==> config.mk <==
export PLATFORM = sky130hd
export DESIGN_NAME = ex_div_seq_flat
export DESIGN_NICKNAME = d
export VERILOG_FILES = /design/src/rtl/ex_div_seq_if.sv /design/src/rtl/ex_div_seq.sv /design/src/flat_wrapper.sv
export SDC_FILE = /design/constraint.sdc
export NUM_CORES = 1
export LEC_CHECK = 0
export CAP_MARGIN = 20
export CORE_MARGIN = 4
export CORE_UTILIZATION = 26
export CTS_CLUSTER_DIAMETER = 80
export DETAILED_ROUTE_END_ITERATION = 16
export MAX_ROUTING_LAYER = met4
export SLEW_MARGIN = 30
export SYNTH_ARGS = -nofsm -noshare
export SYNTH_HDL_FRONTEND = slang
export SYNTH_SLANG_ARGS = --single-unit
==> constraint.sdc <==
create_clock -name clk -period 4.5 [get_ports clk]
set_input_delay 1.35 -clock clk [delete_from_list [all_inputs] [get_ports clk]]
set_output_delay 1.35 -clock clk [all_outputs]
set_load 0.02 [all_outputs]
==> src/rtl/ex_div_seq_if.sv <==
// Handshake/data bundle between the EX stage and the divide sequencer.
// The master drives requests; the slave (ex_div_seq) returns stall/busy/done/result.
interface ex_div_seq_if #(
  parameter int unsigned XLEN = 32
);
  logic            start;
  logic [1:0]      op;
  logic [XLEN-1:0] rs1_data;
  logic [XLEN-1:0] rs2_data;
  logic            flush;
  logic            stall;
  logic            busy;
  logic            done;
  logic [XLEN-1:0] result;

  modport master (
    output start, op, rs1_data, rs2_data, flush,
    input  stall, busy, done, result
  );

  modport slave (
    input  start, op, rs1_data, rs2_data, flush,
    output stall, busy, done, result
  );
endinterface

==> src/rtl/ex_div_seq.sv <==
// Radix-2 restoring divide sequencer for RV32M DIV/DIVU/REM/REMU (34-cycle latency).
// Optional macro EX_DIV_EARLY_OUT_EN: divide-by-zero and signed overflow finish in one cycle.
module ex_div_seq #(
  parameter int unsigned XLEN = 32
) (
  input logic         clk,
  input logic         rst_n,
  ex_div_seq_if.slave bus
);

  typedef enum logic [1:0] {StIdle, StCalc, StFix, StDone} state_e;

  localparam logic [XLEN-1:0] MinInt = {1'b1, {(XLEN-1){1'b0}}};

  state_e          r_state, w_state_d;
  logic [4:0]      r_cnt, w_cnt_d;
  logic [XLEN-1:0] r_rem, w_rem_d;
  logic [XLEN-1:0] r_quo, w_quo_d;
  logic [XLEN-1:0] r_div, w_div_d;
  logic [XLEN-1:0] r_result, w_result_d;
  logic [1:0]      r_op, w_op_d;
  logic            r_qsign, w_qsign_d;
  logic            r_rsign, w_rsign_d;
  logic            r_div0, w_div0_d;
  logic            r_ovf, w_ovf_d;

  logic            w_signed, w_accept, w_in_div0, w_in_ovf;
  logic [XLEN-1:0] w_rs1_mag, w_rs2_mag;
  logic [XLEN:0]   w_rem_sh, w_trial;
  logic [XLEN-1:0] w_quo_fix, w_rem_fix, w_quo_fin, w_rem_fin;

  assign w_signed  = ~bus.op[0];
  assign w_accept  = bus.start & ~bus.flush;
  assign w_in_div0 = (bus.rs2_data == '0);
  assign w_in_ovf  = w_signed & (bus.rs1_data == MinInt) & (bus.rs2_data == '1);
  assign w_rs1_mag = (w_signed & bus.rs1_data[XLEN-1]) ? -bus.rs1_data : bus.rs1_data;
  assign w_rs2_mag = (w_signed & bus.rs2_data[XLEN-1]) ? -bus.rs2_data : bus.rs2_data;

  // Partial remainder is one bit wider so divisors above 2^31 cannot overflow the shift.
  assign w_rem_sh  = {r_rem, r_quo[XLEN-1]};
  assign w_trial   = w_rem_sh - {1'b0, r_div};

  assign w_quo_fix = r_qsign ? -r_quo : r_quo;
  assign w_rem_fix = r_rsign ? -r_rem : r_rem;
  assign w_quo_fin = r_div0 ? '1 : (r_ovf ? MinInt : w_quo_fix);
  assign w_rem_fin = r_ovf ? '0 : w_rem_fix;

  always_comb begin
    w_state_d  = r_state;
    w_cnt_d    = r_cnt;
    w_rem_d    = r_rem;
    w_quo_d    = r_quo;
    w_div_d    = r_div;
    w_result_d = r_result;
    w_op_d     = r_op;
    w_qsign_d  = r_qsign;
    w_rsign_d  = r_rsign;
    w_div0_d   = r_div0;
    w_ovf_d    = r_ovf;
    unique case (r_state)
      StIdle: begin
        if (w_accept) begin
          w_op_d    = bus.op;
          w_div0_d  = w_in_div0;
          w_ovf_d   = w_in_ovf;
          w_qsign_d = w_signed & (bus.rs1_data[XLEN-1] ^ bus.rs2_data[XLEN-1]);
          w_rsign_d = w_signed & bus.rs1_data[XLEN-1];
          w_rem_d   = '0;
          w_quo_d   = w_rs1_mag;
          w_div_d   = w_rs2_mag;
          w_cnt_d   = 5'd31;
          w_state_d = StCalc;
`ifdef EX_DIV_EARLY_OUT_EN
          if (w_in_div0 | w_in_ovf) begin
            w_state_d  = StDone;
            w_result_d = w_in_div0 ? (bus.op[1] ? bus.rs1_data : '1)
                                   : (bus.op[1] ? '0 : MinInt);
          end
`endif
        end
      end
      StCalc: begin
        w_quo_d = {r_quo[XLEN-2:0], ~w_trial[XLEN]};
        w_rem_d = w_trial[XLEN] ? w_rem_sh[XLEN-1:0] : w_trial[XLEN-1:0];
        w_cnt_d = r_cnt - 5'd1;
        if (r_cnt == 5'd0) w_state_d = StFix;
      end
      StFix: begin
        w_result_d = r_op[1] ? w_rem_fin : w_quo_fin;
        w_state_d  = StDone;
      end
      StDone:  w_state_d = StIdle;
      default: w_state_d = StIdle;
    endcase
    // Flush abandons the operation without touching the published result.
    if (bus.flush) begin
      w_state_d  = StIdle;
      w_result_d = r_result;
    end
  end

  always_ff @(posedge clk or negedge rst_n) begin
    if (!rst_n) begin
      r_state  <= StIdle;
      r_cnt    <= '0;
      r_rem    <= '0;
      r_quo    <= '0;
      r_div    <= '0;
      r_result <= '0;
      r_op     <= '0;
      r_qsign  <= 1'b0;
      r_rsign  <= 1'b0;
      r_div0   <= 1'b0;
      r_ovf    <= 1'b0;
    end else begin
      r_state  <= w_state_d;
      r_cnt    <= w_cnt_d;
      r_rem    <= w_rem_d;
      r_quo    <= w_quo_d;
      r_div    <= w_div_d;
      r_result <= w_result_d;
      r_op     <= w_op_d;
      r_qsign  <= w_qsign_d;
      r_rsign  <= w_rsign_d;
      r_div0   <= w_div0_d;
      r_ovf    <= w_ovf_d;
    end
  end

  assign bus.stall  = ((r_state == StIdle) & w_accept) | (r_state == StCalc) |
                      (r_state == StFix);
  assign bus.busy   = (r_state != StIdle);
  assign bus.done   = (r_state == StDone);
  assign bus.result = r_result;

endmodule

==> src/flat_wrapper.sv <==
// flat-port wrapper written by rule: the top's interface ports become plain ports
module ex_div_seq_flat 
#(
  parameter int unsigned XLEN = 32
)
  (clk, rst_n, bus_start, bus_op, bus_rs1_data, bus_rs2_data, bus_flush, bus_stall, bus_busy, bus_done, bus_result);
  ex_div_seq_if #(.XLEN(XLEN)) bus_i ();
  input logic clk;
  input logic rst_n;
  input wire logic [$bits(bus_i.start)-1:0] bus_start;
  input wire logic [$bits(bus_i.op)-1:0] bus_op;
  input wire logic [$bits(bus_i.rs1_data)-1:0] bus_rs1_data;
  input wire logic [$bits(bus_i.rs2_data)-1:0] bus_rs2_data;
  input wire logic [$bits(bus_i.flush)-1:0] bus_flush;
  output wire logic [$bits(bus_i.stall)-1:0] bus_stall;
  output wire logic [$bits(bus_i.busy)-1:0] bus_busy;
  output wire logic [$bits(bus_i.done)-1:0] bus_done;
  output wire logic [$bits(bus_i.result)-1:0] bus_result;
  assign bus_i.start = bus_start;
  assign bus_i.op = bus_op;
  assign bus_i.rs1_data = bus_rs1_data;
  assign bus_i.rs2_data = bus_rs2_data;
  assign bus_i.flush = bus_flush;
  assign bus_stall = bus_i.stall;
  assign bus_busy = bus_i.busy;
  assign bus_done = bus_i.done;
  assign bus_result = bus_i.result;
  ex_div_seq #(.XLEN(XLEN)) u_core (.clk(clk), .rst_n(rst_n), .bus(bus_i));
endmodule
After elaboration in Yosys (flattened, before gate mapping)
Cells that the tools add are included.

operators by class
  equality and inequality tests = 8
  reductions and logical operators = 9
  add/subtract/negate cells = 6
  mux-type cells = 19
  bitwise operators = 13

operators with widths
  operator                number
  $mux W32                11
  $neg A32 Y32            4
  $pmux W32 S2            2
  $eq A32 B32 Y1 const B  2
  $sub A33 B32 Y33        1
  $logic_not A32 Y1       1
  $pmux W5 S2             1
  $pmux W2 S4             1
  $reduce_and A2 Y1       4
  $and A1 B1 Y1           7
  $mux W2                 3
  $ne A3 B2 Y1 const B    2
  $logic_not A5 Y1        1
  $mux W5                 1
  $sub A5 B1 Y5 const B   1
  $eq A2 B2 Y1 const B    2
  $reduce_bool A2 Y1      2
  $not A1 Y1              3
  $eq A2 B1 Y1 const B    1
  $logic_not A2 Y1        1
  $ne A2 B1 Y1 const B    1
  $or A1 B1 Y1            2
  $xor A1 B1 Y1           1

storage, ports and cells
  input bits = 70
  word-level logic and storage cells = 66
  register bits after elaboration = 141

Longest topological paths before layout
Gate-level depths: netlist of the first run.

  word-level depth = 5
  depth in mapped cells = 13

Worst setup path before layout of the first run
Ideal clock, no wire load.

  path type = input to output
  start = input port bus_start
  end = output port bus_stall
  stages = 3
  required time = 3.150 ns
  data arrival time = 2.167 ns
  slack = 0.983 ns
  cells stage by stage = inv_1 nor3_1 or3_1

on the way
  word-level cells in the longest chain between the ends = 4

RTL lines
  element                    line                text
  start, declared            flat_wrapper.sv:10  input wire logic [$bits(bus_i.start)-1:0] bus_start;
  $and A1 B1 Y1              ex_div_seq.sv:33    assign w_accept = bus.start & ~bus.flush;
  $and A1 B1 Y1              ex_div_seq.sv:130   assign bus.stall = ((r_state == StIdle) & w_accept) | (r_state == StCalc) |
  $or A1 B1 Y1 (2 in a row)  ex_div_seq.sv:130
  end, declared              flat_wrapper.sv:15  output wire logic [$bits(bus_i.stall)-1:0] bus_stall;

No other way between the ends.

Final worst setup path of the first run
Same ends and word-level chain as after synthesis.

==> results.json, run 1 <==
{
  "status": "finished clean",
  "numPortBuffers": 104,
  "via_per_inst": 5.27,
  "holdWs_ns": 0.478,
  "grt_pass1_wl_mm": 55.8,
  "finalHoldViolCount": 0,
  "nFillCells": 4328,
  "ant_nets": 0,
  "final_common_cell": "nand2_1",
  "layout_setup_ws_ns": 0.346,
  "ctsHoldBuffers": 0,
  "drive_above_1_share_pct": 5.59,
  "numCtsBuffers": 17,
  "period_needed_ns": 4.15,
  "cts_max_level": 4,
  "fmax_mhz": 241,
  "cts_resized": 0,
  "worstMarginPinSlew_ns": 0.924,
  "hpwl_mm": 26.5,
  "drc": 0,
  "drt-total-wl_mm": 34.7,
  "hold_class": "register to register",
  "place_inst": 1930,
  "arrival_ns": 2.80,
  "p_leak_nw": 5.37,
  "synth_cell_types": 81,
  "required_ns": 3.15,
  "drv_slew": 0,
  "period_share_pct": 92.3,
  "ys_seq_area_share_pct": 32.0,
  "synth_edf_count": 0,
  "dieHeight_um": 213,
  "critPathKind": "input pin to primary output",
  "post-route-util_pct": 31.8,
  "core_area_um2": 41200,
  "ff_latch_area_um2": 3500,
  "area_delta_synth_final_pct": 19.5,
  "ir_drop_mv": 0.322,
  "firstDrtPassIters": 5,
  "power.density_nw_per_um2": 657,
  "clk_latency_ns": 0.44,
  "cts_tree": "done",
  "wire_per_inst_um": 17.7,
  "die_x_um": 213,
  "grt_max_degree": 92,
  "slew_headroom_pct": 38.2,
  "end_kind": "primary output",
  "fin_skew_ns": 0.00973,
  "n_antenna_cell": 0,
  "vias": 10340,
  "place_ws_ns": 0.332,
  "io_pins": 105,
  "grt_pass1_vias": 9881,
  "drtIter0Drc": 1006,
  "start_util_pct": 26.6,
  "clk_pin_slew_ns": 0.06,
  "yosysWarnings": 0,
  "cap_violations": 0,
  "globalplace.congestion": 0.904,
  "startpoint_type": "input pin",
  "postSynthCellCount": 1357,
  "cts_root_buf": "clkbuf_16",
  "cts.path.max_buffers": 2,
  "synth_seq_cells": 140,
  "finalSetupTns_ns": 0,
  "rows": 74,
  "rsz0062_at_grt": "false",
  "setup_viol": 0,
  "antenna_found_initial": 0,
  "syn_nets": 1471,
  "grt_usage_pct": 15.7,
  "overflow": 0,
  "multi_input_area_um2": 6860,
  "final_cells": 1962,
  "fin_nets": 1531,
  "die_area_um2": 45500,
  "clock-sinks": 140,
  "path_max_fanout": 3,
  "cts_setup_buffers": 0,
  "synthFlopType": "dfrtp_1",
  "syn_area_per_cell_um2": 8.08,
  "final_cell_mix": "nand2_1 (156), dfrtp_1 (140), o21ai_0 (123)",
  "synth-async-reset-ratio_pct": 100,
  "syn_area_um2": 11000
}
[stage by stage]
| step | total power [mW] | area, µm² |
|---|---|---|
| finish | 8.60 | 13100 |
| global route | 9.29 | 13100 |
| CTS | 8.61 | 13100 |
| detailed placement | 7.11 | 12500 |
| global placement | 7.01 | 12500 |
| floorplan | 5.60 | 11000 |
[routing by layer]
layer	up-vias	track usage, %	wire length (µm)
li1	5051	-	-
met1	4949	22.8	17400
met2	304	22.8	14800
met3	36	2.47	1840
met4	0	3.77	645
met5	-	-	0
[sequential cells by signal, summed over array words and instances, names as in the netlist]
name	cells
u_core.r_quo	32
u_core.r_cnt	5
u_core.r_op	1
u_core.r_rem	32
u_core.r_rsign	1
u_core.bus.result	32
u_core.r_state	2
u_core.r_div	32
u_core.r_qsign	1
u_core.r_div0	1
u_core.r_ovf	1
[Yosys cell counts, types with 17 or more instances]
cell,n,share of area (%)
xor2_1,75,6.0
o41ai_1,17,1.4
o21a_1,17,1.2
o21ai_0,123,5.6
nor3_1,17,0.78
nand3_1,21,0.96
clkbuf_1,66,2.3
inv_1,65,2.2
nor4_1,20,1.1
ha_1,43,4.9
nor2_1,109,3.7
dfrtp_1,140,32
a21oi_1,103,4.7
o31ai_1,31,2.1
nand2_1,157,5.4
xnor2_1,63,5.0
nand4_1,38,2.2
[critical path, stage by stage]
cell,delay [ns]
clkdlybuf4s50_1,0.44
inv_1,0.11
nor3_2,0.05
or3_1,0.31
clkdlybuf4s50_1,0.54
[area by class of cell]
cell class / count / share of cell area [%]
clock buffers: 18 / 3.35
clock inverters: 14 / 1.21
inverters: 65 / 1.86
multi-input cells: 1068 / 52.4
flip-flops and latches: 140 / 26.8
well taps: 532 / 5.08
repair buffers: 125 / 9.36
[kinds of logic after synthesis]
family,Yosys count,synth area share (%)
buf+inv,149,5.79
simple gates,451,19.8
mux,16,1.46
xor+xnor,139,11.3
flops,140,32.0
compound gates,418,24.7
fa+ha+maj,44,5.09
[report_power, final]
group	switching (mW)	internal [mW]
sequential	0.618	1.74
clock	0.618	0.844
combinational	2.89	1.89
total	4.13	4.48
[final timing paths]
kind                                       start               end  slack [ns]  depth (start not counted)
worst max-delay path                   bus_start         bus_stall        0.35                          5
worst max register to register   u_core.r_rem[0]  u_core.r_rem[30]        0.67                         10
worst min register to register  u_core.r_div[16]  u_core.r_div[16]        0.48                          2
worst min-delay path            u_core.r_div[16]  u_core.r_div[16]        0.48                          2
min in group asynchronous                  rst_n   u_core.r_quo[7]        0.86                          1
max in group asynchronous                  rst_n   u_core.r_cnt[1]        2.83                          2
Power figures use the tool's default switching activity.
==> run 2, diff against run 1 <==
--- a/config.mk
+++ b/config.mk
@@ -6,7 +6,6 @@
 export NUM_CORES = 1
 export LEC_CHECK = 0
 export CAP_MARGIN = 20
-export CORE_MARGIN = 4
 export CORE_UTILIZATION = 26
 export CTS_CLUSTER_DIAMETER = 80
 export DETAILED_ROUTE_END_ITERATION = 16
==> results.json, run 2 (synthesis gave the netlist of run 1 again) <==
{
  "p_switching_mw": 4.08,
  "period_share_pct": 92.7,
  "slew_headroom_pct": 39.0,
  "power.density_nw_per_um2": 660,
  "numCtsBuffers": 17,
  "path_max_fanout": 3,
  "grt_max_degree": 92,
  "drc": 0,
  "slowest_stage": "clkdlybuf4s50_1",
  "firstDrtPassIters": 6,
  "n_antenna_cell": 0,
  "cts.path.max_buffers": 2,
  "place_inst": 1932,
  "numPortBuffers": 104,
  "cts_max_level": 4,
  "clk_latency_ns": 0.43,
  "drt-total-wl_mm": 34.2,
  "wire_per_inst_um": 17.4,
  "vias": 10329,
  "rsz0062_at_grt": "false",
  "final_common_cell": "nand2_1",
  "p_leak_nw": 5.40,
  "cap_violations": 0,
  "via_per_inst": 5.26,
  "fin_skew_ns": 0.00823,
  "io_pins": 105,
  "clockPowerShare_pct": 17.7,
  "post-route-util_pct": 31.9,
  "die_area_um2": 43000,
  "cp_cell_sequence": "clkdlybuf4s50_1, inv_1, nor3_2, or3_1, clkdlybuf4s50_1",
  "start_util_pct": 26.6,
  "core_area_um2": 41200,
  "drv_slew": 0,
  "area_delta_synth_final_pct": 19.9,
  "cts_setup_buffers": 0,
  "finalSetupTns_ns": 0,
  "ant_nets": 0,
  "combPwrFrac_pct": 55.2,
  "crit_top_cell": "clkdlybuf4s50_1",
  "required_ns": 3.15,
  "rows": 74,
  "cts_root_buf": "clkbuf_16",
  "antenna_found_initial": 1,
  "ctsHoldBuffers": 0,
  "clock-sinks": 140,
  "grt_pass1_vias": 9776,
  "layout_setup_ws_ns": 0.330,
  "drive_above_1_share_pct": 5.66,
  "hold_class": "register to register",
  "worst-path-buf-inv": 3,
  "grt_usage_pct": 16.6,
  "final_cell_mix": "nand2_1 (156), dfrtp_1 (140), o21ai_0 (123)",
  "fmax_mhz": 240,
  "period_needed_ns": 4.17,
  "cts_tree": "done",
  "end_kind": "primary output",
  "sw_frac_of_total_pct": 47.0,
  "clk_pin_slew_ns": 0.06,
  "dieHeight_um": 207,
  "holdWs_ns": 0.479,
  "arrival_ns": 2.82,
  "final_cells": 1964,
  "grt_pass1_wl_mm": 55.5,
  "ir_drop_mv": 0.269,
  "overflow": 0,
  "critPathKind": "input pin to primary output",
  "slowest_delay_ns": 0.55,
  "globalplace.congestion": 0.869,
  "die_x_um": 207,
  "fin_nets": 1533,
  "place_ws_ns": 0.322,
  "worstMarginPinSlew_ns": 0.915,
  "nFillCells": 4298,
  "power.internal_mw": 4.59,
  "hpwl_mm": 26.6,
  "status": "finished clean",
  "drtIter0Drc": 972,
  "cts_resized": 0,
  "finalHoldViolCount": 0,
  "pwr-share-seq_pct": 27.1,
  "setup_viol": 0,
  "startpoint_type": "input pin",
  "critPathTopFamily": "buffers and inverters"
}
run 2: final timing paths:
kind,startpoint,to,slack (ns),depth (start not counted)
max,bus_start,bus_stall,0.33,5
min,u_core.r_div[27],u_core.r_div[27],0.48,2
max reg2reg,u_core.r_rem[0],u_core.r_rem[26],0.77,10
min reg2reg,u_core.r_div[27],u_core.r_div[27],0.48,2
max in group asynchronous,rst_n,u_core.r_div[27],2.70,2
min in group asynchronous,rst_n,u_core.r_quo[7],0.97,1
run 2: final cells by class:
cell class              count  area (µm²)  area share, %
clock buffers              19         443           3.37
clock inverters            13         186           1.42
inverters                  65         244           1.86
multi-input cells        1068        6860           52.2
flip-flops and latches    140        3500           26.7
well taps                 532         666           5.07
repair buffers            127        1240           9.44
run 2: stage by stage:
stage / instance area, µm² / power, mW
3_5_place_dp: 12500 / 7.14
3_3_place_gp: 12500 / 7.05
6_report: 13100 / 8.67
5_1_grt: 13100 / 9.35
2_1_floorplan: 11000 / 5.60
4_1_cts: 13100 / 8.69
run 2: power groups by stage:
stage | Sequential [mW] | Combinational (mW) | Clock [mW]
final | 2.35 | 4.79 | 1.53
after CTS | 2.35 | 4.79 | 1.56
after detailed placement | 2.37 | 4.76 | 0
after global placement | 2.35 | 4.70 | 0
after global routing | 2.43 | 5.31 | 1.61
after floorplan | 2.27 | 3.33 | 0
run 2: per-layer routing:
layer,wire (µm),share of wire (%),vias up,track usage [%]
li1,-,-,5054,-
met5,0,0,-,-
met2,14700,43,284,24.0
met3,1600,4.7,35,2.36
met1,17300,51,4956,24.0
met4,612,1.8,0,4.17
run 2: tightest hold or removal path, cell delays in order (launching register included):
cell     delay [ns]
dfrtp_1        0.34
nand2_1        0.05
o21ai_0        0.06
